<file path="config.mk">
export PLATFORM = sky130hd
export DESIGN_NAME = cordic_scale_arbiter_flat
export DESIGN_NICKNAME = d
export VERILOG_FILES = /design/src/rtl/cordic_pkg.sv /design/src/rtl/cordic_scale_arbiter_if.sv /design/src/rtl/cordic_scale_arbiter_sync_fifo.sv /design/src/rtl/cordic_scale_arbiter.sv /design/src/flat_wrapper.sv
export SDC_FILE = /design/constraint.sdc
export NUM_CORES = 1
export LEC_CHECK = 0
export CAP_MARGIN = 20
export CORE_MARGIN = 2
export CORE_UTILIZATION = 55
export DETAILED_ROUTE_END_ITERATION = 10
export HOLD_SLACK_MARGIN = 0.08
export PLACE_DENSITY = 0.76
export SETUP_SLACK_MARGIN = 0.3
export SLEW_MARGIN = 30
export SYNTH_ARGS = -nofsm -noshare
export SYNTH_HDL_FRONTEND = slang
export SYNTH_SLANG_ARGS = --single-unit
</file>
<file path="constraint.sdc">
create_clock -name clock -period 5.6 [get_ports clock]
set_input_delay 1.68 -clock clock [delete_from_list [all_inputs] [get_ports clock]]
set_output_delay 1.68 -clock clock [all_outputs]
set_load 0.1 [all_outputs]
</file>
<file path="src/rtl/cordic_pkg.sv">
// Shared definitions for cordic_scale users: default tag/id widths and helpers
// that build and split the {tag, id} side-band code carried through the pipeline.
package cordic_pkg;

    localparam int DEF_ID_W   = 2;
    localparam int DEF_TAG_W  = 6;
    localparam int CODE_WIDTH = DEF_TAG_W + DEF_ID_W;

    function automatic logic [CODE_WIDTH-1:0] pack_code(input logic [DEF_TAG_W-1:0] tag,
                                                        input logic [DEF_ID_W-1:0]  id);
        return {tag, id};
    endfunction

    function automatic logic [DEF_ID_W-1:0] code_id(input logic [CODE_WIDTH-1:0] code);
        return code[DEF_ID_W-1:0];
    endfunction

    function automatic logic [DEF_TAG_W-1:0] code_tag(input logic [CODE_WIDTH-1:0] code);
        return code[CODE_WIDTH-1:DEF_ID_W];
    endfunction

endpackage

</file>
<file path="src/rtl/cordic_scale_arbiter_if.sv">
// Bus bundle of the arbiter: requester side, pipeline issue/return and response channel.
// slave is the arbiter's view, master the surrounding environment's view.
interface cordic_scale_arbiter_if #(
    parameter int WIDTH = 16,
    parameter int N_REQ = 4,
    parameter int ID_W  = 2,
    parameter int TAG_W = 6
);
    logic [N_REQ-1:0]       req_valid;
    logic [N_REQ-1:0]       req_ready;
    logic [N_REQ*WIDTH-1:0] req_value;
    logic [N_REQ*TAG_W-1:0] req_tag;

    logic [WIDTH-1:0]       pipe_value;
    logic [TAG_W+ID_W-1:0]  pipe_code;
    logic                   pipe_valid;

    logic [WIDTH-1:0]       ret_value;
    logic [TAG_W+ID_W-1:0]  ret_code;
    logic                   ret_valid;

    logic                   rsp_valid;
    logic                   rsp_ready;
    logic [WIDTH-1:0]       rsp_value;
    logic [ID_W-1:0]        rsp_id;
    logic [TAG_W-1:0]       rsp_tag;
    logic                   ovf_err;

    modport slave (
        input  req_valid, req_value, req_tag, ret_value, ret_code, ret_valid, rsp_ready,
        output req_ready, pipe_value, pipe_code, pipe_valid,
               rsp_valid, rsp_value, rsp_id, rsp_tag, ovf_err
    );

    modport master (
        output req_valid, req_value, req_tag, ret_value, ret_code, ret_valid, rsp_ready,
        input  req_ready, pipe_value, pipe_code, pipe_valid,
               rsp_valid, rsp_value, rsp_id, rsp_tag, ovf_err
    );

endinterface

</file>
<file path="src/rtl/cordic_scale_arbiter_sync_fifo.sv">
// Single-clock result FIFO. A push into a full FIFO is taken only when a pop
// happens in the same cycle; the storage array itself carries no reset.
module sync_fifo #(
    parameter int WIDTH = 24,
    parameter int DEPTH = 16
) (
    input  logic             clock,
    input  logic             reset_n,
    input  logic             push,
    input  logic [WIDTH-1:0] wdata,
    input  logic             pop,
    output logic [WIDTH-1:0] rdata,
    output logic             full,
    output logic             empty
);
    localparam int AW = $clog2(DEPTH);

    logic [WIDTH-1:0] mem [DEPTH];
    logic [AW-1:0]    wr_ptr;
    logic [AW-1:0]    rd_ptr;
    logic [AW:0]      count;
    logic             do_push;
    logic             do_pop;

    assign empty   = (count == '0);
    assign full    = (count == (AW+1)'(DEPTH));
    assign do_pop  = pop && !empty;
    assign do_push = push && (!full || do_pop);
    assign rdata   = mem[rd_ptr];

    // pointer and occupancy bookkeeping
    always_ff @(posedge clock or negedge reset_n) begin
        if (!reset_n) begin
            wr_ptr <= '0;
            rd_ptr <= '0;
            count  <= '0;
        end else begin
            if (do_push) wr_ptr <= wr_ptr + 1'b1;
            if (do_pop)  rd_ptr <= rd_ptr + 1'b1;
            case ({do_push, do_pop})
                2'b10:   count <= count + 1'b1;
                2'b01:   count <= count - 1'b1;
                default: count <= count;
            endcase
        end
    end

    // storage write
    always_ff @(posedge clock) begin
        if (do_push) mem[wr_ptr] <= wdata;
    end

endmodule

</file>
<file path="src/rtl/cordic_scale_arbiter.sv">
// Shares one fixed-latency cordic_scale pipeline between N_REQ requesters.
// Round-robin issue, result FIFO on the return path, and a credit counter that
// only admits a request when a FIFO slot is guaranteed for its result.
module cordic_scale_arbiter
    import cordic_pkg::*;
#(
    parameter int WIDTH      = 16,
    parameter int N_REQ      = 4,
    parameter int ID_W       = DEF_ID_W,
    parameter int TAG_W      = DEF_TAG_W,
    parameter int FIFO_DEPTH = 16
) (
    input  logic                  clock,
    input  logic                  reset_n,
    cordic_scale_arbiter_if.slave bus
);
    localparam int CODE_W = TAG_W + ID_W;
    localparam int CW     = $clog2(FIFO_DEPTH) + 1;

    logic [CW-1:0]        credits;
    logic [ID_W-1:0]      ptr;
    logic [N_REQ-1:0]     grant;
    logic [ID_W-1:0]      grant_id;
    logic                 grant_any;
    int                   idx;

    logic [WIDTH-1:0]     pipe_value_p0;
    logic [CODE_W-1:0]    pipe_code_p0;
    logic                 vld_p0;

    logic [WIDTH+CODE_W-1:0] fifo_rdata;
    logic                 fifo_full;
    logic                 fifo_empty;
    logic                 rsp_pop;
    logic                 ovf_q;

    // round-robin search starting after the last granted requester, gated by credits
    always_comb begin
        grant     = '0;
        grant_id  = '0;
        grant_any = 1'b0;
        idx       = 0;
        if (credits != '0) begin
            for (int k = 1; k <= N_REQ; k++) begin
                idx = (int'(ptr) + k) % N_REQ;
                if (!grant_any && bus.req_valid[idx]) begin
                    grant_any  = 1'b1;
                    grant[idx] = 1'b1;
                    grant_id   = ID_W'(idx);
                end
            end
        end
    end

    assign bus.req_ready = grant & {N_REQ{reset_n}};
    assign rsp_pop       = !fifo_empty && bus.rsp_ready;

    // credits: one consumed per issue, one returned per delivered response
    always_ff @(posedge clock or negedge reset_n) begin
        if (!reset_n) begin
            credits <= CW'(FIFO_DEPTH);
            ptr     <= ID_W'(N_REQ - 1);
        end else begin
            if (grant_any) ptr <= grant_id;
            case ({grant_any, rsp_pop})
                2'b10:   credits <= credits - 1'b1;
                2'b01:   credits <= credits + 1'b1;
                default: credits <= credits;
            endcase
        end
    end

    // issue stage: register the granted request towards the pipeline
    always_ff @(posedge clock or negedge reset_n) begin
        if (!reset_n) begin
            vld_p0        <= 1'b0;
            pipe_value_p0 <= '0;
            pipe_code_p0  <= '0;
        end else begin
            vld_p0 <= grant_any;
            if (grant_any) begin
                pipe_value_p0 <= bus.req_value[int'(grant_id)*WIDTH +: WIDTH];
                pipe_code_p0  <= {bus.req_tag[int'(grant_id)*TAG_W +: TAG_W], grant_id};
            end
        end
    end

    assign bus.pipe_valid = vld_p0;
    assign bus.pipe_value = pipe_value_p0;
    assign bus.pipe_code  = pipe_code_p0;

    sync_fifo #(
        .WIDTH (WIDTH + CODE_W),
        .DEPTH (FIFO_DEPTH)
    ) u_fifo (
        .clock   (clock),
        .reset_n (reset_n),
        .push    (bus.ret_valid),
        .wdata   ({bus.ret_code, bus.ret_value}),
        .pop     (rsp_pop),
        .rdata   (fifo_rdata),
        .full    (fifo_full),
        .empty   (fifo_empty)
    );

    // a return that finds the FIFO full with no pop is lost; flag it until reset
    always_ff @(posedge clock or negedge reset_n) begin
        if (!reset_n) begin
            ovf_q <= 1'b0;
        end else if (bus.ret_valid && fifo_full && !rsp_pop) begin
            ovf_q <= 1'b1;
        end
    end

    assign bus.ovf_err   = ovf_q;
    assign bus.rsp_valid = !fifo_empty;
    assign bus.rsp_value = fifo_rdata[WIDTH-1:0];
    assign bus.rsp_id    = fifo_rdata[WIDTH +: ID_W];
    assign bus.rsp_tag   = fifo_rdata[WIDTH+ID_W +: TAG_W];

endmodule

</file>
<file path="src/flat_wrapper.sv">
// flat-port wrapper written by rule: the top's interface ports become plain ports
module cordic_scale_arbiter_flat import cordic_pkg::*;
#(
    parameter int WIDTH      = 16,
    parameter int N_REQ      = 4,
    parameter int ID_W       = DEF_ID_W,
    parameter int TAG_W      = DEF_TAG_W,
    parameter int FIFO_DEPTH = 16
)
  (clock, reset_n, bus_req_valid, bus_req_value, bus_req_tag, bus_ret_value, bus_ret_code, bus_ret_valid, bus_rsp_ready, bus_req_ready, bus_pipe_value, bus_pipe_code, bus_pipe_valid, bus_rsp_valid, bus_rsp_value, bus_rsp_id, bus_rsp_tag, bus_ovf_err);
  cordic_scale_arbiter_if #(.WIDTH(WIDTH), .N_REQ(N_REQ), .ID_W(ID_W), .TAG_W(TAG_W)) bus_i ();
  input  logic clock;
  input  logic reset_n;
  input wire logic [$bits(bus_i.req_valid)-1:0] bus_req_valid;
  input wire logic [$bits(bus_i.req_value)-1:0] bus_req_value;
  input wire logic [$bits(bus_i.req_tag)-1:0] bus_req_tag;
  input wire logic [$bits(bus_i.ret_value)-1:0] bus_ret_value;
  input wire logic [$bits(bus_i.ret_code)-1:0] bus_ret_code;
  input wire logic [$bits(bus_i.ret_valid)-1:0] bus_ret_valid;
  input wire logic [$bits(bus_i.rsp_ready)-1:0] bus_rsp_ready;
  output wire logic [$bits(bus_i.req_ready)-1:0] bus_req_ready;
  output wire logic [$bits(bus_i.pipe_value)-1:0] bus_pipe_value;
  output wire logic [$bits(bus_i.pipe_code)-1:0] bus_pipe_code;
  output wire logic [$bits(bus_i.pipe_valid)-1:0] bus_pipe_valid;
  output wire logic [$bits(bus_i.rsp_valid)-1:0] bus_rsp_valid;
  output wire logic [$bits(bus_i.rsp_value)-1:0] bus_rsp_value;
  output wire logic [$bits(bus_i.rsp_id)-1:0] bus_rsp_id;
  output wire logic [$bits(bus_i.rsp_tag)-1:0] bus_rsp_tag;
  output wire logic [$bits(bus_i.ovf_err)-1:0] bus_ovf_err;
  assign bus_i.req_valid = bus_req_valid;
  assign bus_i.req_value = bus_req_value;
  assign bus_i.req_tag = bus_req_tag;
  assign bus_i.ret_value = bus_ret_value;
  assign bus_i.ret_code = bus_ret_code;
  assign bus_i.ret_valid = bus_ret_valid;
  assign bus_i.rsp_ready = bus_rsp_ready;
  assign bus_req_ready = bus_i.req_ready;
  assign bus_pipe_value = bus_i.pipe_value;
  assign bus_pipe_code = bus_i.pipe_code;
  assign bus_pipe_valid = bus_i.pipe_valid;
  assign bus_rsp_valid = bus_i.rsp_valid;
  assign bus_rsp_value = bus_i.rsp_value;
  assign bus_rsp_id = bus_i.rsp_id;
  assign bus_rsp_tag = bus_i.rsp_tag;
  assign bus_ovf_err = bus_i.ovf_err;
  cordic_scale_arbiter #(.WIDTH(WIDTH), .N_REQ(N_REQ), .ID_W(ID_W), .TAG_W(TAG_W), .FIFO_DEPTH(FIFO_DEPTH)) u_core (.clock(clock), .reset_n(reset_n), .bus(bus_i));
endmodule
</file>
==> results of run 1 <==
## logic make-up after synthesis
| family | count (synthesis) |
|---|---|
| adders and majority gates | 23 |
| DFF | 430 |
| AOI/OAI and AO/OA | 76 |
| buffers and inverters | 61 |
| xor gates and xnor gates | 16 |
| muxes | 165 |
| and+or+nand+nor | 92 |
## report_power, final
| part | internal (uW) | leakage (uW) | switching [uW] |
|---|---|---|---|
| combinational | 2190 | 0.00262 | 4060 |
| clock | 1730 | 0.000696 | 1150 |
| sequential | 3980 | 0.00401 | 305 |
## how the worst max path moves through the flow
stage                           from               end  slack, ns  cells after the start
CTS                 bus_req_valid[2]  bus_req_ready[2]       0.31                      7
floorplan           bus_req_valid[0]  bus_req_ready[0]       0.42                      6
global route        bus_req_valid[3]  bus_req_ready[0]       0.30                      7
detailed placement  bus_req_valid[3]  bus_req_ready[2]       0.03                      7
finish              bus_req_valid[3]  bus_req_ready[1]       0.37                      8
global placement    bus_req_valid[3]  bus_req_ready[1]       0.13                      7
## Yosys cell counts, types with 2 or more instances
cell type,number
nand2b_1,3
nand4_1,2
inv_1,13
o21ai_0,11
o221ai_1,16
edfxtp_1,384
buf_1,8
clkbuf_1,27
xnor2_1,10
ha_1,21
a22oi_1,4
a21oi_1,6
dfrtp_1,43
buf_6,7
buf_2,5
or3_1,2
a221oi_1,4
nor2_1,12
a21boi_0,12
o211ai_1,6
a21o_1,5
o21bai_1,7
nor3b_1,3
nor3_1,3
xor2_1,6
mux4_2,124
fa_1,2
mux2_2,3
nand2_1,38
and2_1,19
mux2i_1,38
dfstp_2,3
## layer usage
metal,track usage,part of all wire,vias to the layer above
li1,-,-,3969
met1,0.3203,0.39,4796
met2,0.4183,0.53,375
met3,0.03237,0.053,80
met4,0.07232,0.026,2
met5,0,0.00033,-
## through the flow
| step | cell area (um2) | std cells | setup slack, ns |
|---|---|---|---|
| floorplan | 17710 | 863 | 0.4176 |
| global placement | 20090 | 1424 | 0.1312 |
| detailed placement | 20090 | 1424 | 0.03123 |
| CTS | 21550 | 1504 | 0.3059 |
| global route | 21570 | 1505 | 0.2979 |
| finish | 21570 | 1505 | 0.3686 |
## cell type report
cell class | count | area [um2]
Clock buffer | 54 | 1149
Clock inverter | 26 | 279.0
Fill cell | 1974 | 10070
Inverter | 13 | 48.80
Multi-Input combinational cell | 372 | 4763
Sequential cell | 430 | 12690
Tap cell | 402 | 503.0
Timing Repair Buffer | 208 | 2128
## worst max-delay path, cell delays in order
cell,delay (ns)
dlygate4sd2_1,0.33
mux4_2,0.59
nor2b_4,0.25
a22oi_1,0.13
nor2_1,0.19
a221oi_2,0.07
nor2_4,0.12
buf_12,0.18
## state kept, by name (all words and copies together) (netlist names), 2 cells and up
name and flops:
u_core.u_fifo.rd_ptr 4, u_core.ptr 2, u_core.u_fifo.wr_ptr 4, u_core.u_fifo.count 5, u_core.bus.pipe_code 8, u_core.u_fifo.mem 384, u_core.credits 5, u_core.bus.pipe_value 16
## repair_timing
item / 4_1_cts / 5_1_grt
setup buffers: 0 / 1
pin swaps: 0 / 4
setup endpoints to repair: 4 / 4
gates resized for setup: 7 / 3
==> impl_metrics.env, run 1 <==
export IMPL_synth_area_mux_share=0.1814
export IMPL_final_util=0.6817
export IMPL_critPathLaunchType="input port"
export IMPL_area_delta_synth_final_pct=21.98
export IMPL_drv_cap=0
export IMPL_drive_gt1_frac=0.2448
export IMPL_async_flop_share=0.1070
export IMPL_grt_pass1_wl_mm=59.22
export IMPL_place_hpwl_mm=22.84
export IMPL_cts_tree="done"
export IMPL_hold_path_class="flip-flop to flip-flop"
export IMPL_yosys_warnings=0
export IMPL_fin_setup_tns_ns=0
export IMPL_yosysTopAreaCell="edfxtp_1"
export IMPL_worst_pin_slew_ns=1.032
export IMPL_fmax_ghz=0.1912
export IMPL_core_um2=31640
export IMPL_antenna_found_initial=1
export IMPL_status="finished, final reports clean"
export IMPL_netlist_instances=863
export IMPL_cts_root_buf="clkbuf_16"
export IMPL_fin_nets=1211
export IMPL_die_h_um=183.3
export IMPL_arrival_ns=3.55
export IMPL_synth_avg_cell_area_um2=20.49
export IMPL_drc=0
export IMPL_finalCritPeriodShare=0.9342
export IMPL_io_buffers=174
export IMPL_vias_per_cell=6.128
export IMPL_power_uw=13420
export IMPL_rsz0062_at_grt="no"
export IMPL_rows=65
export IMPL_dr_pass1_iters=5
export IMPL_power_leakage_uw=0.007329
export IMPL_place_congestion=0.8779
export IMPL_critPathMaxFanout=9
export IMPL_pin_count=175
export IMPL_clk_pin_slew_worst_paths_ns=0.06
export IMPL_whs_endpoint="u_core.bus.pipe_code[0]"
export IMPL_r2r_slack_ns=1.54
export IMPL_fin_crit_ns=5.231
export IMPL_synth_nets=1006
export IMPL_wl_per_cell_um=26.20
export IMPL_numClockSinks=430
export IMPL_synth_seq_cells=430
export IMPL_crit_required_ns=3.92
export IMPL_grt_max_degree=100
export IMPL_initialDrtViolationCount=854
export IMPL_synthesis_area_um2=17680
export IMPL_grt_pass1_vias=9663
export IMPL_skew_ns=0.02878
export IMPL_ant_nets=0
export IMPL_powerDensity_nw_per_um2=622.2
export IMPL_drt_total_wl_mm=39.43
export IMPL_final_cell_mix="384 x edfxtp_1, 141 x clkdlybuf4s50_1, 124 x mux4_2"
export IMPL_final_hold_violation_count=0
export IMPL_worstReg2RegEnd="u_core.bus.pipe_value[11]"
export IMPL_synth_adder_area_share=0.01713
export IMPL_hold_start="u_core.bus.pipe_code[0]"
export IMPL_yosysSeqAreaShare=0.7176
export IMPL_worst_setup_path_type="input port to primary output"
export IMPL_synth_compound_area_frac=0.03241
export IMPL_hold_depth=1
export IMPL_synth_cell_type_count=48
export IMPL_cts_buffers=43
export IMPL_holdBufCountCts=0
export IMPL_clockBufferDepth=3
export IMPL_netlist_top_cells_area="edfxtp_1 65%, mux4_2 16%, dfrtp_1 6.1%, mux2i_1 2.2%, ha_1 1.5%"
export IMPL_fp_dieArea_um2=33600
export IMPL_ir_drop_v=0.0005097
export IMPL_cts_htree_levels=2
export IMPL_synth_simple_area_share=0.02640
export IMPL_yosysTopAreaCellShare=0.6522
export IMPL_synthFlopType="edfxtp_1"
export IMPL_overflow=0
export IMPL_synth_xor_area_frac=0.007926
export IMPL_reg2reg_from="u_core.ptr[0]"
export IMPL_layout_commonest_cell="edfxtp_1"
export IMPL_clk_insertion_delay_late_ns=0.54
export IMPL_setup_violations_final=0
export IMPL_synth_edf_count=384
export IMPL_slew_limit_headroom=0.3097
export IMPL_synth_top_family_by_area="multiplexers"
export IMPL_vias=9222
export IMPL_diodes=0
export IMPL_reg2reg_depth=8
export IMPL_crit_path_end_kind="primary output"
export IMPL_start_util=0.5588
export IMPL_holdWs_ns=0.4822
export IMPL_slew_violations=0
export IMPL_die_w_um=183.3
export IMPL_track_usage=0.2403
No activity file was read; power rests on OpenSTA's default activity.
==> run 2, diff against run 1 <==
--- a/config.mk
+++ b/config.mk
@@ -5,14 +5,14 @@
 export SDC_FILE = /design/constraint.sdc
 export NUM_CORES = 1
 export LEC_CHECK = 0
-export CAP_MARGIN = 20
+export CAP_MARGIN = 30
 export CORE_MARGIN = 2
 export CORE_UTILIZATION = 55
 export DETAILED_ROUTE_END_ITERATION = 10
 export HOLD_SLACK_MARGIN = 0.08
 export PLACE_DENSITY = 0.76
 export SETUP_SLACK_MARGIN = 0.3
-export SLEW_MARGIN = 30
+export SLEW_MARGIN = 20
 export SYNTH_ARGS = -nofsm -noshare
 export SYNTH_HDL_FRONTEND = slang
 export SYNTH_SLANG_ARGS = --single-unit
==> results of run 2 <==
Final layout, timing and power as in run 1 (identical DEF).
==> run 3, diff against run 2 <==
--- a/config.mk
+++ b/config.mk
@@ -12,7 +12,6 @@
 export HOLD_SLACK_MARGIN = 0.08
 export PLACE_DENSITY = 0.76
 export SETUP_SLACK_MARGIN = 0.3
-export SLEW_MARGIN = 20
 export SYNTH_ARGS = -nofsm -noshare
 export SYNTH_HDL_FRONTEND = slang
 export SYNTH_SLANG_ARGS = --single-unit
==> results of run 3 <==
Final layout, timing and power as in run 1 (identical DEF).
